<file path="config.mk">
export PLATFORM = sky130hd
export DESIGN_NAME = e203_exu_csr_arbt
export DESIGN_NICKNAME = d
export VERILOG_FILES = /design/src/rtl/e203_exu_csr_arbt_pkg.sv /design/src/rtl/e203_exu_csr_arbt_sel.sv /design/src/rtl/e203_exu_csr_arbt.sv
export SDC_FILE = /design/constraint.sdc
export NUM_CORES = 1
export LEC_CHECK = 0
export ABC_CLOCK_PERIOD_IN_PS = 1500
export BUFFER_PORTS_ARGS = -buffer_cell sky130_fd_sc_hd__clkbuf_2
export CORE_UTILIZATION = 47
export CTS_BUF_LIST = sky130_fd_sc_hd__clkbuf_16
export CTS_CLUSTER_SIZE = 8
export DETAILED_ROUTE_END_ITERATION = 7
export GPL_TIMING_DRIVEN = 0
export PLACE_DENSITY = 0.82
export SETUP_SLACK_MARGIN = 0.05
export SLEW_MARGIN = 20
export SYNTH_ARGS = -nofsm -noshare
export SYNTH_HDL_FRONTEND = slang
export SYNTH_SLANG_ARGS = --single-unit
</file>
<file path="constraint.sdc">
create_clock -name clk -period 1.5 [get_ports clk]
set_input_delay 0.15 -clock clk [delete_from_list [all_inputs] [get_ports clk]]
set_output_delay 0.15 -clock clk [all_outputs]
set_load 0.1 [all_outputs]
</file>
<file path="src/rtl/e203_exu_csr_arbt_pkg.sv">
// Shared encodings for the CSR port arbiter: operation codes, FSM states
// and requester identities.
package e203_exu_csr_arbt_pkg;

    localparam int E203_XLEN = 32;

    typedef enum logic [1:0] {
        CSR_OP_RD  = 2'b00,
        CSR_OP_WR  = 2'b01,
        CSR_OP_SET = 2'b10,
        CSR_OP_CLR = 2'b11
    } csr_op_e;

    typedef enum logic [1:0] {
        ST_IDLE = 2'b00,
        ST_EXEC = 2'b01,
        ST_RESP = 2'b10
    } arbt_state_e;

    typedef enum logic {
        OWN_ALU = 1'b0,
        OWN_DBG = 1'b1
    } owner_e;

endpackage

</file>
<file path="src/rtl/e203_exu_csr_arbt_sel.sv">
// Two-way winner selection: fixed debug priority or round-robin on a tie,
// using the identity of the previously granted requester.
module e203_exu_csr_arbt_sel #(
    parameter bit DBG_PRIO = 1'b1
) (
    input  logic alu_valid_i,
    input  logic dbg_valid_i,
    input  logic last_dbg_i,
    output logic grant_alu_o,
    output logic grant_dbg_o
);

    // Debug loses a tie only in round-robin mode when it won last time.
    always_comb begin
        grant_dbg_o = dbg_valid_i & (DBG_PRIO | ~alu_valid_i | ~last_dbg_i);
        grant_alu_o = alu_valid_i & ~grant_dbg_o;
    end

endmodule

</file>
<file path="src/rtl/e203_exu_csr_arbt.sv">
// CSR register-file port arbiter between the ALU CSR-instruction path and
// the debug abstract-command path. One access at a time, sequenced through
// IDLE -> EXEC -> RESP, performing the read-modify-write on the CSR file.
module e203_exu_csr_arbt
    import e203_exu_csr_arbt_pkg::*;
#(
    parameter int XLEN     = E203_XLEN,
    parameter bit DBG_PRIO = 1'b1
) (
    input  logic            clk,
    input  logic            rst_n,

    input  logic            alu_req_valid,
    output logic            alu_req_ready,
    input  logic [11:0]     alu_req_idx,
    input  logic [1:0]      alu_req_op,
    input  logic [XLEN-1:0] alu_req_wdat,
    output logic            alu_rsp_valid,
    input  logic            alu_rsp_ready,
    output logic [XLEN-1:0] alu_rsp_rdat,
    output logic            alu_rsp_err,

    input  logic            dbg_req_valid,
    output logic            dbg_req_ready,
    input  logic [11:0]     dbg_req_idx,
    input  logic [1:0]      dbg_req_op,
    input  logic [XLEN-1:0] dbg_req_wdat,
    output logic            dbg_rsp_valid,
    input  logic            dbg_rsp_ready,
    output logic [XLEN-1:0] dbg_rsp_rdat,
    output logic            dbg_rsp_err,

    output logic            csr_ena,
    output logic            csr_rd_en,
    output logic            csr_wr_en,
    output logic [11:0]     csr_idx,
    output logic [XLEN-1:0] wbck_csr_dat,
    input  logic [XLEN-1:0] read_csr_dat,
    input  logic            csr_access_ilgl
);

    arbt_state_e     state_q, state_d;
    owner_e          owner_q, last_q;
    logic [11:0]     idx_q;
    csr_op_e         op_q;
    logic [XLEN-1:0] wdat_q;
    logic [XLEN-1:0] rdat_q;
    logic            err_q;

    logic grant_alu, grant_dbg;
    logic in_idle, in_exec, in_resp;
    logic req_hsk, owner_rsp_ready;

    e203_exu_csr_arbt_sel #(
        .DBG_PRIO (DBG_PRIO)
    ) u_sel (
        .alu_valid_i (alu_req_valid),
        .dbg_valid_i (dbg_req_valid),
        .last_dbg_i  (last_q == OWN_DBG),
        .grant_alu_o (grant_alu),
        .grant_dbg_o (grant_dbg)
    );

    assign in_idle = (state_q == ST_IDLE);
    assign in_exec = (state_q == ST_EXEC);
    assign in_resp = (state_q == ST_RESP);

    assign alu_req_ready   = in_idle & grant_alu;
    assign dbg_req_ready   = in_idle & grant_dbg;
    assign req_hsk         = alu_req_ready | dbg_req_ready;
    assign owner_rsp_ready = (owner_q == OWN_DBG) ? dbg_rsp_ready : alu_rsp_ready;

    // Next-state: grant -> single execute cycle -> hold response until taken.
    always_comb begin
        // NOTE: assigning a default before the case means every path drives
        // state_d, so no latch can be inferred.
        state_d = state_q;
        unique case (state_q)
            ST_IDLE: if (req_hsk)         state_d = ST_EXEC;
            ST_EXEC:                      state_d = ST_RESP;
            ST_RESP: if (owner_rsp_ready) state_d = ST_IDLE;
            default:                      state_d = ST_IDLE;
        endcase
    end

    // State register and last-grant tracking (updated when the access executes).
    always_ff @(posedge clk or negedge rst_n) begin
        if (!rst_n) begin
            // NOTE: sequential state uses non-blocking assignments so every
            // flop samples pre-edge values regardless of block ordering.
            state_q <= ST_IDLE;
            last_q  <= OWN_ALU;
        end else begin
            state_q <= state_d;
            if (in_exec) last_q <= owner_q;
        end
    end

    // Latch the winning request on the handshake.
    always_ff @(posedge clk or negedge rst_n) begin
        if (!rst_n) begin
            // NOTE: the request/response holding registers are reset as well;
            // they are few, and it keeps every output defined straight out of reset.
            owner_q <= OWN_ALU;
            idx_q   <= '0;
            op_q    <= CSR_OP_RD;
            wdat_q  <= '0;
        end else if (req_hsk) begin
            owner_q <= grant_dbg ? OWN_DBG : OWN_ALU;
            idx_q   <= grant_dbg ? dbg_req_idx : alu_req_idx;
            op_q    <= csr_op_e'(grant_dbg ? dbg_req_op : alu_req_op);
            wdat_q  <= grant_dbg ? dbg_req_wdat : alu_req_wdat;
        end
    end

    // Capture the old CSR value and error flag during the execute cycle.
    always_ff @(posedge clk or negedge rst_n) begin
        if (!rst_n) begin
            rdat_q <= '0;
            err_q  <= 1'b0;
        end else if (in_exec) begin
            rdat_q <= csr_access_ilgl ? '0 : read_csr_dat;
            err_q  <= csr_access_ilgl;
        end
    end

    // CSR port drive: active only in EXEC, read-modify-write by operation.
    always_comb begin
        csr_ena      = 1'b0;
        csr_rd_en    = 1'b0;
        csr_wr_en    = 1'b0;
        csr_idx      = '0;
        wbck_csr_dat = '0;
        if (in_exec) begin
            csr_ena = 1'b1;
            csr_idx = idx_q;
            case (op_q)
                CSR_OP_RD: begin
                    csr_rd_en = 1'b1;
                end
                CSR_OP_WR: begin
                    csr_wr_en    = 1'b1;
                    wbck_csr_dat = wdat_q;
                end
                CSR_OP_SET: begin
                    csr_rd_en    = 1'b1;
                    csr_wr_en    = |wdat_q;
                    wbck_csr_dat = read_csr_dat | wdat_q;
                end
                CSR_OP_CLR: begin
                    csr_rd_en    = 1'b1;
                    csr_wr_en    = |wdat_q;
                    wbck_csr_dat = read_csr_dat & ~wdat_q;
                end
            endcase
        end
    end

    // Response to the owner only; data and error read as zero otherwise.
    always_comb begin
        alu_rsp_valid = in_resp & (owner_q == OWN_ALU);
        dbg_rsp_valid = in_resp & (owner_q == OWN_DBG);
        alu_rsp_rdat  = alu_rsp_valid ? rdat_q : '0;
        dbg_rsp_rdat  = dbg_rsp_valid ? rdat_q : '0;
        alu_rsp_err   = alu_rsp_valid & err_q;
        dbg_rsp_err   = dbg_rsp_valid & err_q;
    end

endmodule

</file>
==> impl_metrics.json, run 1 <==
{
  "ys_seq_area_share_pct": 40.7,
  "post_cts_resized": 454,
  "io_buffer_count": 245,
  "synth_top_area_share_pct": 40.7,
  "status": "aborted with a tool error",
  "yosys_warnings": 0,
  "htree_levels": 3,
  "stop_stage": "4_1_cts",
  "synthTopCellsByArea": "dfrtp_1 41%, mux2i_1 15%, and2_1 9.8%, nor2_1 5.9%, a21oi_1 4.8%",
  "syn-num-nets": 703,
  "yosysTopAreaCell": "dfrtp_1",
  "synth.avg_cell_area_um2": 8.80,
  "die_x_um": 106,
  "gp_congestion": 0.828,
  "placed_cell_area_um2": 7230,
  "cts_sinks": 82,
  "rows": 37,
  "cts_buffers": 9,
  "tool.error": "[ERROR DPL-0038] Utilization greater than 100%, impossible to legalize",
  "cts_setup_buffers": 26,
  "synthCells": 572,
  "start_util_pct": 48.6,
  "dp_hpwl_mm": 12.7,
  "ys_seq_elements": 82,
  "cts-root-buf": "clkbuf_16",
  "syn_area_um2": 5040,
  "clock_path_buffers": 2,
  "die_h_um": 106,
  "ioPinCount": 248,
  "yosysUniqueCellTypes": 29,
  "dp_cells": 954,
  "hold_buffers": 1
}
==> Yosys cell counts <==
| cell type | n |
|---|---|
| inv_1 | 32 |
| nor4b_2 | 1 |
| nand2_1 | 38 |
| o31ai_1 | 31 |
| buf_4 | 8 |
| a22oi_1 | 31 |
| and2_1 | 79 |
| inv_2 | 1 |
| or4_4 | 1 |
| a211oi_1 | 1 |
| dfrtp_1 | 82 |
| nand4_1 | 1 |
| nor4_1 | 6 |
| a21oi_1 | 48 |
| nand3b_1 | 1 |
| nor2b_1 | 1 |
| nor2_1 | 79 |
| buf_6 | 3 |
| nor4_2 | 1 |
| nor2_2 | 3 |
| o21a_1 | 1 |
| clkbuf_1 | 15 |
| xnor2_1 | 1 |
| mux2_2 | 1 |
| a21o_1 | 1 |
| mux2i_1 | 77 |
| o21ai_0 | 2 |
| nand2b_1 | 2 |
| buf_2 | 24 |
==> per-stage QoR <==
step	setup TNS [ps]	worst slack, ps
2_1_floorplan	-5760	-283
3_3_place_gp	-82960	-683
3_5_place_dp	-43120	-676
==> logic make-up after synthesis <==
family,synth area share [%]
and+or+nand+nor,21.1
AOI/OAI and AO/OA,14.7
buffers and inverters,7.83
DFF,40.7
muxes,15.5
xor gates and xnor gates,0.174
==> inputs of run 2 (changes only) <==
Settings changed: CORE_UTILIZATION 47 to 40, CTS_BUF_LIST sky130_fd_sc_hd__clkbuf_16 to unset, CTS_CLUSTER_SIZE 8 to unset, PLACE_DENSITY 0.82 to unset, PLACE_DENSITY_LB_ADDON set to 0.15, SETUP_SLACK_MARGIN 0.05 to unset.
==> run 2 against run 1 <==
  * The flow now finishes, with violations (setup timing)
  * Synthesized cell count did not move
  * Synthesized area unchanged
==> impl_metrics.json, run 2 <==
{
  "status": "finished, violations left",
  "violations": "setup timing",
  "drtIter0Drc": 485,
  "dr.pass1.iters": 6,
  "endpoint": "csr_wr_en",
  "yosysMostFrequentCell": "dfrtp_1",
  "cp-end-kind": "primary output",
  "place_ws_ps": -653,
  "final_util_pct": 92.3,
  "post-route-drc-count": 0,
  "wire_per_inst_um": 27.2,
  "synth_commonest_cells": "82 x dfrtp_1, 79 x and2_1, 79 x nor2_1",
  "clk_latency_ps": 340,
  "final-setup-viol-count": 167,
  "htree_levels": 3,
  "cp_max_fo": 4,
  "yosysUniqueCellTypes": 29,
  "worst_slack_ps": -639,
  "grt_max_degree": 43,
  "synth_top_family_by_area": "simple AND/OR/NAND/NOR gates",
  "syn-num-nets": 703,
  "ir_worst_vdd_mv": 1.92,
  "layout_commonest_cell": "clkbuf_16",
  "ys_seq_elements": 82,
  "overflow": 0,
  "die-area_um2": 13000,
  "p_sw_mw": 14.3,
  "cts_buffers": 9,
  "hold_viol": 0,
  "synthCells": 572,
  "synthArstFlopShare_pct": 100,
  "drv_cap": 0,
  "die_h_um": 114,
  "rrSetupSlack_ps": -340,
  "p_per_area_nw_per_um2": 2430,
  "grt_pass1_vias": 6282,
  "vias": 6406,
  "regToRegEndpoint": "wdat_q[12]",
  "p_sw_share_pct": 52.3,
  "finalNetCount": 1020,
  "yosys.area_share.simple_pct": 21.1,
  "synthAdderAreaFrac_pct": 0,
  "synth-xor-area-share_pct": 0.174,
  "fin_area_um2": 11200,
  "crit_arrival_ps": 1990,
  "area_growth_pct": 123,
  "io_buffer_count": 245,
  "synth-main-ff-cell": "dfrtp_1",
  "ys_seq_area_share_pct": 40.7,
  "yosys_warnings": 0,
  "synth_top_area_share_pct": 40.7,
  "crit_path_start": "wdat_q[5]",
  "synth_compound_area_share_pct": 14.7,
  "r2r_start": "state_q[1]",
  "synth.avg_cell_area_um2": 8.80,
  "syn_area_um2": 5040,
  "worstSetupPathType": "reg -> out",
  "relSlewSlack_pct": 39.4,
  "antenna_found_initial": 1,
  "gp_congestion": 0.853,
  "fin_crit_sh_pct": 143,
  "ioPinCount": 248,
  "diodes": 0,
  "via_per_inst": 6.03,
  "largestRegisters": "rdat_q: 32 flops, wdat_q: 32 flops, idx_q: 12 flops",
  "groute.usage.overall_pct": 35.7,
  "dp_hpwl_mm": 12.7,
  "rows": 40,
  "synthMuxAreaShare_pct": 15.5,
  "start_kind": "register",
  "finalWirelength_mm": 28.9,
  "worst-r2r-cell-count": 7,
  "clkPwrFrac_pct": 8.4,
  "grt_first_pass_wirelength_mm": 34.9,
  "antenna_left": 0,
  "placed_cell_area_um2": 7250,
  "clock_path_buffers": 2,
  "cts-root-buf": "clkbuf_16",
  "hold_class": "in -> reg",
  "fmax_ghz": 0.468,
  "required_ps": 1350,
  "fin_skew_ps": 8.88,
  "layoutNonFillerInstCount": 1062,
  "cts_tree": "done",
  "synth_edf_count": 0,
  "p_leak_nw": 5.14,
  "core_area_um2": 12200,
  "layout_min_cycle_time_ps": 2140,
  "final_layout_size_suffix_gt1_share_pct": 66.4,
  "clk_pin_slew_worst_paths_ps": 70,
  "mostFrequentLayoutCells": "137 x clkbuf_16, 127 x clkbuf_2, 79 x and2_4",
  "p_seq_share_pct": 16.9,
  "power_frac_comb_pct": 74.6,
  "rsz0062_at_grt": "yes",
  "die_x_um": 114,
  "tightest_slew_ps": 909,
  "slew_violations": 0,
  "yosysTopAreaCell": "dfrtp_1",
  "start_util_pct": 41.4,
  "dp_cells": 986,
  "synthTopCellsByArea": "dfrtp_1 41%, mux2i_1 15%, and2_1 9.8%, nor2_1 5.9%, a21oi_1 4.8%",
  "cts_sinks": 82,
  "intPower_mw": 13.0
}
run 2: cell counts after synthesis:
Identical to the previous run, type by type.
run 2: what timing repair did:
action | 4_1_cts | 5_1_grt
endpoints found under the setup margin | 117 | 161
hold endpoints to repair | 41 | 0
buffers inserted | 32 | 28
pin swaps | 51 | 27
gates cloned | 2 | 11
hold buffers | 1 | 0
resized for setup | 417 | 130
run 2: logic make-up after synthesis:
group / Yosys count
mux: 78
xor+xnor: 1
simple gates: 213
compound gates: 115
buf+inv: 83
flops: 82
run 2: power by group through the flow:
| stage | Combinational [mW] | Sequential, mW | Clock (mW) |
|---|---|---|---|
| floorplan | 11.0 | 3.99 | 0 |
| global placement | 12.7 | 4.23 | 0 |
| detailed placement | 12.9 | 4.31 | 0 |
| CTS | 17.3 | 4.29 | 2.24 |
| global route | 20.8 | 4.63 | 2.38 |
| finish | 20.3 | 4.61 | 2.30 |
run 2: area by class of cell:
type                    count  area [um2]
multi-input cells         407        3610
clock inverters             1        5.00
repair buffers            316        4420
fillers                   375         935
flip-flops and latches     82        2060
plain buffers              40         488
inverters                  33         131
clock buffers              15         298
well taps                 168         210
run 2: per-stage QoR:
step / hold slack [ps] / power [mW] / setup TNS (ps)
final: 86.5 / 27.3 / -46540
after global routing: 102 / 27.8 / -51310
after CTS: 55.1 / 23.9 / -36780
after detailed placement: 220 / 17.2 / -42790
after global placement: 409 / 16.9 / -86030
after floorplan: -146 / 15.0 / -4330
run 2: routing by layer:
layer	routed length (um)	up-vias	GRT usage, %
met2	14200	527	62.8
met3	2630	199	8.63
met1	9730	3096	39.5
li1	-	2582	-
met5	11	-	0
met4	2320	2	20.0
run 2: how the worst min path moves through the flow:
stage | from | endpoint | slack (ps) | cells past startpoint
floorplan | rst_n | err_q | -150 | 0
global placement | read_csr_dat[11] | rdat_q[11] | 410 | 3
detailed placement | rst_n | wdat_q[5] | 220 | 1
CTS | read_csr_dat[11] | rdat_q[11] | 60 | 3
global route | read_csr_dat[31] | rdat_q[31] | 100 | 3
finish | read_csr_dat[31] | rdat_q[31] | 90 | 3
run 2: critical path, stage by stage, from the launching register on:
cell and delay (ps):
dfrtp_1 450, nor4_1 330, nand2_1 200, nor4_4 330, a21oi_4 110, clkbuf_16 220
Note: power is estimated with default switching activity, not from simulation.
